===== src/rtl/ro_freq_counter.sv =====
// Gated rising-edge counter for the selected ring oscillator.
// Latches the count with a sticky overflow flag and can read it out MSB-first on one pin.
module ro_freq_counter #(
  parameter int CNT_W       = 24,
  parameter int GATE_W      = 20,
  parameter int SYNC_STAGES = 2
) (
  input  logic              wb_clk_i,
  input  logic              wb_rst_i,
  input  logic              ro_in,
  input  logic              start,
  input  logic [GATE_W-1:0] gate_len,
  input  logic              shift_req,
  output logic [CNT_W-1:0]  count_o,
  output logic              overflow_o,
  output logic              done_o,
  output logic              busy_o,
  output logic              sdo,
  output logic              sdo_valid
);

  localparam int BIT_W = $clog2(CNT_W + 2);

  typedef enum logic [1:0] {IDLE, ARM, COUNT, DONE} state_t;

  state_t                 state;
  logic [SYNC_STAGES-1:0] sync_q;
  logic                   ro_dly;
  logic                   rise;
  logic [GATE_W-1:0]      gate_cnt;
  logic [CNT_W-1:0]       edge_cnt;
  logic                   ovf_int;
  logic                   shifting;
  logic [CNT_W:0]         shreg;
  logic [BIT_W-1:0]       bit_cnt;

  // ro_in is asynchronous to wb_clk_i, so it passes through a synchronizer before edge detection
  always_ff @(posedge wb_clk_i or posedge wb_rst_i) begin
    if (wb_rst_i) begin
      sync_q <= '0;
      ro_dly <= 1'b0;
    end else begin
      sync_q <= {sync_q[SYNC_STAGES-2:0], ro_in};
      ro_dly <= sync_q[SYNC_STAGES-1];
    end
  end

  assign rise = sync_q[SYNC_STAGES-1] & ~ro_dly;

  always_ff @(posedge wb_clk_i or posedge wb_rst_i) begin
    if (wb_rst_i) begin
      state      <= IDLE;
      gate_cnt   <= '0;
      edge_cnt   <= '0;
      ovf_int    <= 1'b0;
      count_o    <= '0;
      overflow_o <= 1'b0;
      done_o     <= 1'b0;
      busy_o     <= 1'b0;
      shifting   <= 1'b0;
      shreg      <= '0;
      bit_cnt    <= '0;
      sdo        <= 1'b0;
      sdo_valid  <= 1'b0;
    end else begin
      unique case (state)
        IDLE: begin
          // An active shift blocks start; start wins over a simultaneous shift request
          if (shifting) begin
            if (bit_cnt != '0) begin
              sdo       <= shreg[CNT_W];
              sdo_valid <= 1'b1;
              shreg     <= {shreg[CNT_W-1:0], 1'b0};
              bit_cnt   <= bit_cnt - 1'b1;
              busy_o    <= 1'b1;
            end else begin
              sdo       <= 1'b0;
              sdo_valid <= 1'b0;
              shifting  <= 1'b0;
              busy_o    <= 1'b0;
            end
          end else if (start) begin
            gate_cnt <= (gate_len == '0) ? GATE_W'(1) : gate_len;
            done_o   <= 1'b0;
            state    <= ARM;
            busy_o   <= 1'b1;
          end else if (done_o && shift_req) begin
            shreg    <= {overflow_o, count_o};
            bit_cnt  <= BIT_W'(CNT_W + 1);
            shifting <= 1'b1;
            busy_o   <= 1'b1;
          end else begin
            busy_o <= 1'b0;
          end
        end
        ARM: begin
          edge_cnt <= '0;
          ovf_int  <= 1'b0;
          state    <= COUNT;
          busy_o   <= 1'b1;
        end
        COUNT: begin
          if (rise) begin
            if (edge_cnt == '1) ovf_int <= 1'b1;
            else                edge_cnt <= edge_cnt + 1'b1;
          end
          gate_cnt <= gate_cnt - 1'b1;
          if (gate_cnt == GATE_W'(1)) state <= DONE;
          busy_o <= 1'b1;
        end
        DONE: begin
          count_o    <= edge_cnt;
          overflow_o <= ovf_int;
          done_o     <= 1'b1;
          state      <= IDLE;
          busy_o     <= 1'b0;
        end
        default: begin
          state  <= IDLE;
          busy_o <= 1'b0;
        end
      endcase
    end
  end

endmodule


===== config.mk =====
export PLATFORM = sky130hd
export DESIGN_NAME = ro_freq_counter
export DESIGN_NICKNAME = d
export VERILOG_FILES = /design/src/rtl/ro_freq_counter.sv
export SDC_FILE = /design/constraint.sdc
export NUM_CORES = 1
export LEC_CHECK = 0
export BUFFER_PORTS_ARGS = -buffer_cell sky130_fd_sc_hd__buf_2
export CELL_PAD_IN_SITES_DETAIL_PLACEMENT = 1
export CELL_PAD_IN_SITES_GLOBAL_PLACEMENT = 1
export CORE_MARGIN = 2
export CORE_UTILIZATION = 50
export CTS_CLUSTER_DIAMETER = 80
export DETAILED_ROUTE_END_ITERATION = 12
export GPL_TIMING_DRIVEN = 0
export HOLD_SLACK_MARGIN = 0.02
export PLACE_DENSITY_LB_ADDON = 0.1
export SYNTH_ARGS = -nofsm -noshare
export SYNTH_HDL_FRONTEND = slang
export SYNTH_SLANG_ARGS = --single-unit

===== constraint.sdc =====
create_clock -name wb_clk_i -period 5.2 [get_ports wb_clk_i]
set_clock_uncertainty 0.1 [all_clocks]
set_input_delay 0.52 -clock wb_clk_i [delete_from_list [all_inputs] [get_ports wb_clk_i]]
set_output_delay 0.52 -clock wb_clk_i [all_outputs]
set_load 0.005 [all_outputs]

==> impl_summary.md, run 1 <==
Floorplanning
The starting density of the core is 50.7%. The core outline area is 10700 um^2. The die is 108 um wide.

The floorplan die area is 11700 um^2. 54 I/O pins were placed. The die boundary height is 108 um.

The number of core rows is 38.

Critical path
STA classifies the critical path startpoint as a flop. The largest individual stage delay along the critical path comes from the cell nor4b_1. In this design, the stage delay of the slowest critical-path cell is 0.65 ns. The data required time of the critical path is 5.40 ns.

The data arrival at the endpoint of the critical path is 2.99 ns. The most frequent cell on the critical path is nand2_1. The number of buffers and inverters on the critical path is 2. Traced cell by cell, the critical path runs through inv_1 > ha_1 > nor4b_1 > o21ai_1 > nand2_1 > buf_1 > nand2_1 > o21ai_0. The worst-path maximum fanout is 10. The sort of element at the end of the critical path is a flop. The largest delay contributor family on the critical path is simple AND/OR/NAND/NOR gates.

The category of the most critical setup path is flop to flop.

Clock tree
Clock latency on the worst-skew pair, taken at its later pin, is 0.39 ns. In this run the deepest clock path goes through 2 buffers. The count of clock tree sinks is 110. The maximum level of the CTS H-tree is 3. The post-cts resize count is 0.

The clock-pin slew of the registers on the worst-case setup and hold paths is 0.11 ns. The TritonCTS buffer count is 9. The total setup buffers inserted after CTS is 0. The tree is rooted in a clkbuf_8. The number of hold buffers added after CTS was 0.

TritonCTS built the clock tree.

Synthesis
The average size of a mapped cell is 10.3 um^2. The area fraction of the dominant cell type after synthesis is 50.5%. The primary flip-flop cell chosen by synthesis mapping is dfrtp_1. The number of different library cells in the post-synthesis netlist is 58. After synthesis the cells add up to 5450 um^2. The post-synthesis cell count is 528. Counting every net in the synthesized netlist gives 562. By area the synthesized netlist is led by dfrtp_1 (51%), mux2i_1 (5.5%), mux2_2 (5.2%). The dominant cell type by area after synthesis is dfrtp_1. The sequential cell area fraction in the yosys report is 50.5%. The number of warnings reported in the yosys synthesis log is 0. The flip-flop and latch count after synthesis is 110. In this run, synthesis inferred 0 flip-flops with an integrated enable. In the synthesized netlist the async set-or-reset flop fraction comes to 100%.

Global routing
The global-route wire length before repair is 23700 um. Global routing finished with a remaining overflow of 0. Entering global routing, the biggest net connects 61 pins. The overall track demand over capacity in global routing is 26.2%. The via count of the first global-routing pass came to 4589.

The number of antenna violations at the first check in global routing came to 0.

Final layout
0 antenna diodes ended up in the layout. The count of nets after finishing is 627. The area growth from synthesis to layout is 11.8%. The leading cell type in the layout, fill and taps excluded is dfrtp_1. Fill cells in the final layout number 1240. For this run, the share of the core covered by cells in the final layout is 56.6%.

After routing the design area is 6090 um^2. In the layout the commonest cells are dfrtp_1 (110), buf_2 (57), nand2_1 (54). Once layout is complete, the cells apart from fillers number 736. Of the cells placed in the final design, the portion with a size suffix greater than 1 is 18.1%.

Timing
Based on the critical path, the design can be clocked at up to 358 MHz. For the pin with the worst max-slew slack, the measured transition is 0.875 ns. Hold is met by 0.125 ns.

The final count of pins violating max slew is 0. The worst pin sits at a relative slew slack of 41.7%. After layout, the worst setup slack is 2.41 ns.

The total of endpoints with negative setup slack in the final report is 0. The number of endpoints with negative hold slack in the final report came to 0. After routing, the total negative slack on setup checks comes to 0 ns. The final critical path takes up 53.6% of the cycle. For the finished layout, the period the worst path requires is 2.79 ns. Setup repair after global routing left no endpoint under its margin.

Place
The cell count after placement is 722. The count of input and output buffers is 53. Once placement finished, the instance area stood at 5920 um^2. The weighted congestion reported at the end of routability-driven placement is 0.832. Detailed placement ended at an HPWL of 10500 um. Before CTS, the worst setup slack after placement is 2.44 ns.

Outcome
The run finished with clean final reports.

Power and ir drop
The leakage power figure is 2.68 nW. In this run the power density over the cells is 462 nW/um^2. Across the VDD grid, the largest voltage drop is 0.253 mV. After layout, the design draws a total of 2.81 mW.

Drt
The post-detailed-route wirelength per cell is 19.8 um. For this block, the routed nets add up to 14500 um of wire. In the routed layout, each cell is associated on average with a via count of 5.95. In this run the remaining antenna-violating nets after routing total 0. For this block, the initial DRC count from the detailed router was 191. The count of vias placed by the detailed router is 4381. For this run, the detailed router's first-pass iteration total came to 4.

The number of design rule violations left after detail routing is 0.

Hold path
The worst hold path belongs to the class input port to async pin.

Flow run
The tool flagged a number of max-cap violations equal to 0.
[layer usage]
layer | vias to the layer above | global-route usage (%) | share of wire, %
met1 | 2262 | 32.4 | 44
met5 | - | 0 | 0
met2 | 51 | 47.5 | 53
met4 | 0 | 5.68 | 0.90
li1 | 2057 | - | -
met3 | 11 | 5.18 | 2.3
[cells by family (layout without fill, tap and decap cells)]
kind of cell,after synthesis,count (layout),share of synthesized area (%)
flops,110,110,50.5
xor+xnor,9,9,1.45
compound gates,127,127,15.0
mux,56,56,10.9
buf+inv,41,109,2.92
simple gates,176,176,17.2
fa+ha+maj,9,9,2.07
[power by group]
group / internal [mW] / leakage (nW) / switching, mW
clock network: 0.186 / 0.0813 / 0.298
logic: 0.386 / 1.16 / 0.649
registers: 1.08 / 1.44 / 0.211
total: 1.65 / 2.68 / 1.16
[area by class of cell]
| class | instances | area, um^2 | area share, % |
|---|---|---|---|
| sequential | 110 | 2750 | 45.2 |
| multi-input combinational | 377 | 2530 | 41.6 |
| timing repair buffer | 54 | 293 | 4.81 |
| tap | 140 | 175 | 2.88 |
| clock buffer | 10 | 138 | 2.26 |
| buffer | 28 | 110 | 1.81 |
| inverter | 13 | 51.3 | 0.843 |
| clock inverter | 4 | 32.5 | 0.534 |
[final timing paths]
check,startpoint,to,slack (ns),cells after the start
max in group asynchronous,wb_rst_i,shreg[24],4.15,3
worst max-delay path,bit_cnt[0],shreg[8],2.41,8
worst min-delay path,wb_rst_i,shreg[6],0.12,2
worst max register to register,bit_cnt[0],shreg[8],2.41,8
min in group wb_clk_i,ro_in,sync_q[0],0.14,1
worst min register to register,sync_q[0],sync_q[1],0.28,0
[flip-flops by register name, indices dropped and copies added (netlist names)]
name,count
bit_cnt,5
busy_o,1
count_o,24
done_o,1
edge_cnt,24
gate_cnt,20
overflow_o,1
ovf_int,1
ro_dly,1
sdo,1
sdo_valid,1
shifting,1
shreg,25
state,2
sync_q,2
[Yosys cell counts (all sizes together), types with 3 or more instances]
cell type,number
o21a,3
a31oi,6
dfrtp,110
nand4,9
nor3,8
o211ai,9
nand3b,3
a21o,3
or3,3
o22a,7
ha,9
o21ai,42
o22ai,5
nand2b,5
o32ai,3
nor4,17
inv,13
nor2,35
mux2,26
mux2i,30
o31ai,4
nor3b,3
a21oi,28
nand3,19
nand2,54
or4,5
clkbuf,17
o2111ai,3
and3,5
buf,11
xor2,9
No activity file was read; power rests on OpenSTA's default activity.
==> run 2: changes to the inputs <==
- CORE_UTILIZATION: 50 -> 47
- clock period: 5.2 -> 2.7 ns (I/O delays scaled with it)
==> impl_summary.md, run 2 (same netlist as run 1, synthesis figures left out) <==
Outcome
The run finished with clean final reports.

Floorplanning
The die boundary height is 112 um (+3.0%). The core outline area is 11400 um^2 (+5.8%). The number of core rows is 39 (+2.6%). The number of ports placed on the die boundary is 54 (unchanged). The starting density of the core is 47.9% (-2.8 points).

The die outline width is 112 um (+3.0%). The floorplan die area is 12500 um^2 (+6.1%).

Place
The count of input and output buffers is 53 (unchanged). The half-perimeter wire length of the detailed placement result came to 10500 um (-0.53%). The weighted congestion reported at the end of routability-driven placement is 0.862 (+3.6%). The cell count after placement came to 726 (+0.55%). The post-placement setup slack was 0.0463 ns (-2.40 ns).

Critical path
Counting stages on the worst path, the most repeated cell is clkbuf_1. The slowest stage of the critical path belongs to the cell clkbuf_1. The critical path's largest stage delay is 0.55 ns (-0.10 ns).

The kind of cell with the highest combined delay along the critical path is buffers and inverters. The startpoint type of the worst setup path is a flop. Walking the worst path, the cells encountered are inv_1 > ha_1 > clkbuf_1 > nand3b_1 > o21ai_1 > clkbuf_1 > a21oi_1. The data required time of the critical path is 2.80 ns (-2.60 ns). The worst setup path is of the flop to flop kind. The total buffers and inverters traversed by the critical path came to 3 (+1). The worst-path maximum fanout came to 10 (unchanged). STA classifies the critical path endpoint as a flop. The data arrival at the endpoint of the critical path is 2.66 ns (-0.33 ns).

Final layout
The leading cell type in the layout, fill and taps excluded is dfrtp_1. The fraction of layout instances using a drive strength above 1 came to 19.5% (+1.3 points). The area growth from synthesis to final layout is 15.8%. The core utilization of the finished layout is 55.5% (-1.2 points).

shreg holds more flip-flops than any other register. The non-filler instance count after layout came to 744 (+1.1%). The fill cell instance count of the final layout came to 1290 (+4.0%). The register cell area after layout is 2750 um^2 (unchanged). Leaving out fill and tap cells, the most frequent cells in the layout are dfrtp_1 (110), buf_2 (57), nand2_1 (54). The count of nets after finishing is 630 (+0.48%).

The multi-input logic area is 2540 um^2 (+0.39%). The final antenna diode count is 0 (unchanged). In the final layout, the registers with the most flip-flops are shreg (25), count_o (24), edge_cnt (24). The flip-flop count of the largest register after layout is 25 (unchanged).

Timing
The peak clock frequency supported by timing was 392 MHz (+9.2%). The post-route clock period utilization was 94.6% (+41 points). The relative slew slack came to 44.3% (+2.6 points). The number of endpoints with negative hold slack in the final report came to 0 (unchanged). The final count of pins violating max slew is 0 (unchanged). The total of endpoints with negative setup slack in the final report is 0 (unchanged). The setup TNS after final layout was 0 ns (unchanged). The slack of the critical path is 0.146 ns (-2.26 ns).

Setup repair after global routing left no endpoint under its margin. The worst-margin pin slew is 0.836 ns (-0.0388 ns). The clock period minus final worst setup slack is 2.55 ns (-0.236 ns).

Drt
The post-detailed-route wirelength per cell came to 19.4 um (-2.0%). The count of vias placed by the detailed router is 4391 (+0.23%). The number of nets with antenna violations after detailed routing is 0 (unchanged).

The overall routed net length is 14400 um (-0.95%). The DRC violation total after the first TritonRoute iteration is 234 (+23%). The average via count per standard cell is 5.90 (-0.85%). The first-pass iteration count of the detailed router is 4 (unchanged). The number of design rule violations left after detail routing came to 0 (unchanged).

Global routing
The via count of the first global-routing pass is 4832 (+5.3%). The pin count of the biggest net entering global routing is 43 (-30%). The global-route wire length before repair is 24700 um (+3.9%). The number of antenna violations at the first check in global routing was 0 (unchanged). The overall track demand over capacity in global routing was 24.6% (-1.6 points). The overflow left after global routing is 0 (unchanged).

Power and ir drop
The total power consumption of the routed design is 6.00 mW (+110%). The fraction of power spent switching nets is 38.4% (-2.8 points). The total net switching power is 2.30 mW (+99%). The worst supply voltage drop on vdd came to 0.695 mV (+170%). The combinational share of power came to 33.2% (-3.7 points). The fraction of power consumed by sequential logic came to 41.7% (-4.2 points). The internal power is 3.69 mW (+120%).

The areal power density over the cells is 951 nW/um^2 (+110%). The relative contribution of the clock network to total power is 25.1% (+7.9 points). The leakage power figure came to 2.79 nW (+4.1%).

Clock tree
The CTS tree is built. The maximum level of the CTS H-tree was 3 (unchanged). The tree is rooted in a clkbuf_16. The clock-pin slew of the registers on the worst-case setup and hold paths was 0.08 ns (-0.03 ns). The clock insertion delay at the later pin of the skew report is 0.35 ns (-0.04 ns). The count of clock tree sinks was 110 (unchanged).

The TritonCTS buffer count was 9 (unchanged). The maximum clock insertion buffer count is 2 (unchanged). The total setup buffers inserted after CTS is 0 (unchanged).

Flow run
The number of maximum-capacitance constraint violations is 0 (unchanged).

Hold path
The path class of the tightest hold or removal check is input port to flop.
## run 2: cell count changes in the layout (fill, tap and decap cells not counted), sizes merged
cell / previous run / this run
bufinv: 0 / 2
dlygate4sd3: 0 / 2
clkinvlp: 2 / 1
clkinv: 0 / 1
clkbuf: 27 / 28
## run 2: layout make-up
class                   count  area share (%)
plain buffers              28            1.82
well taps                 143            2.84
clock inverters             6            1.59
clock buffers              10            3.79
inverters                  13           0.833
flip-flops and latches    110            43.6
multi-input cells         377            40.3
repair buffers             57            5.16
## run 2: routing by layer
layer | part of all wire (%) | vias up | track usage [%] | wire length (um)
li1 | - | 2068 | - | -
met1 | 44 | 2243 | 30.2 | 6280
met2 | 51 | 61 | 42.8 | 7410
met3 | 2.9 | 19 | 5.55 | 422
met4 | 2.0 | 0 | 8.56 | 291
met5 | 0 | - | 0 | 0
## run 2: repair_timing
item | 4_1_cts | 5_1_grt
hold buffers | 2 | 0
endpoints found under the setup margin | 0 | 44
gates resized for setup | 0 | 9
hold endpoints to repair | 29 | 0
## run 2: power groups by stage
stage	Clock (mW)	Sequential, mW	Combinational [mW]
2_1_floorplan	0	2.39	1.40
3_3_place_gp	0	2.47	1.88
3_5_place_dp	0	2.52	1.98
4_1_cts	1.54	2.49	2.00
5_1_grt	1.59	2.56	2.23
6_report	1.51	2.50	1.99
## run 2: path summary, 6_finish.rpt
path                           start          end  slack [ns]  cells after the start
max in group asynchronous   wb_rst_i       done_o        1.37                      4
max reg2reg                 state[0]  gate_cnt[4]        0.15                      7
min reg2reg                sync_q[0]    sync_q[1]        0.25                      0
min in group asynchronous   wb_rst_i     shreg[6]        0.48                      3
max                         state[0]  gate_cnt[4]        0.15                      7
min                            start   bit_cnt[3]        0.06                      2
## run 2: metrics by stage
step / cell area (um^2) / hold slack [ns]
2_1_floorplan: 5450 / 0.201
3_3_place_gp: 5890 / 0.236
3_5_place_dp: 5930 / 0.236
4_1_cts: 6290 / 0.0517
5_1_grt: 6310 / 0.0819
6_report: 6310 / 0.0628
## run 2: worst reg2reg max path: stages (launching register included)
cell and delay, ns:
dfrtp_1 0.43, inv_1 0.10, ha_1 0.14, clkbuf_1 0.29, nand3b_1 0.23, o21ai_1 0.41, clkbuf_1 0.55, a21oi_1 0.15
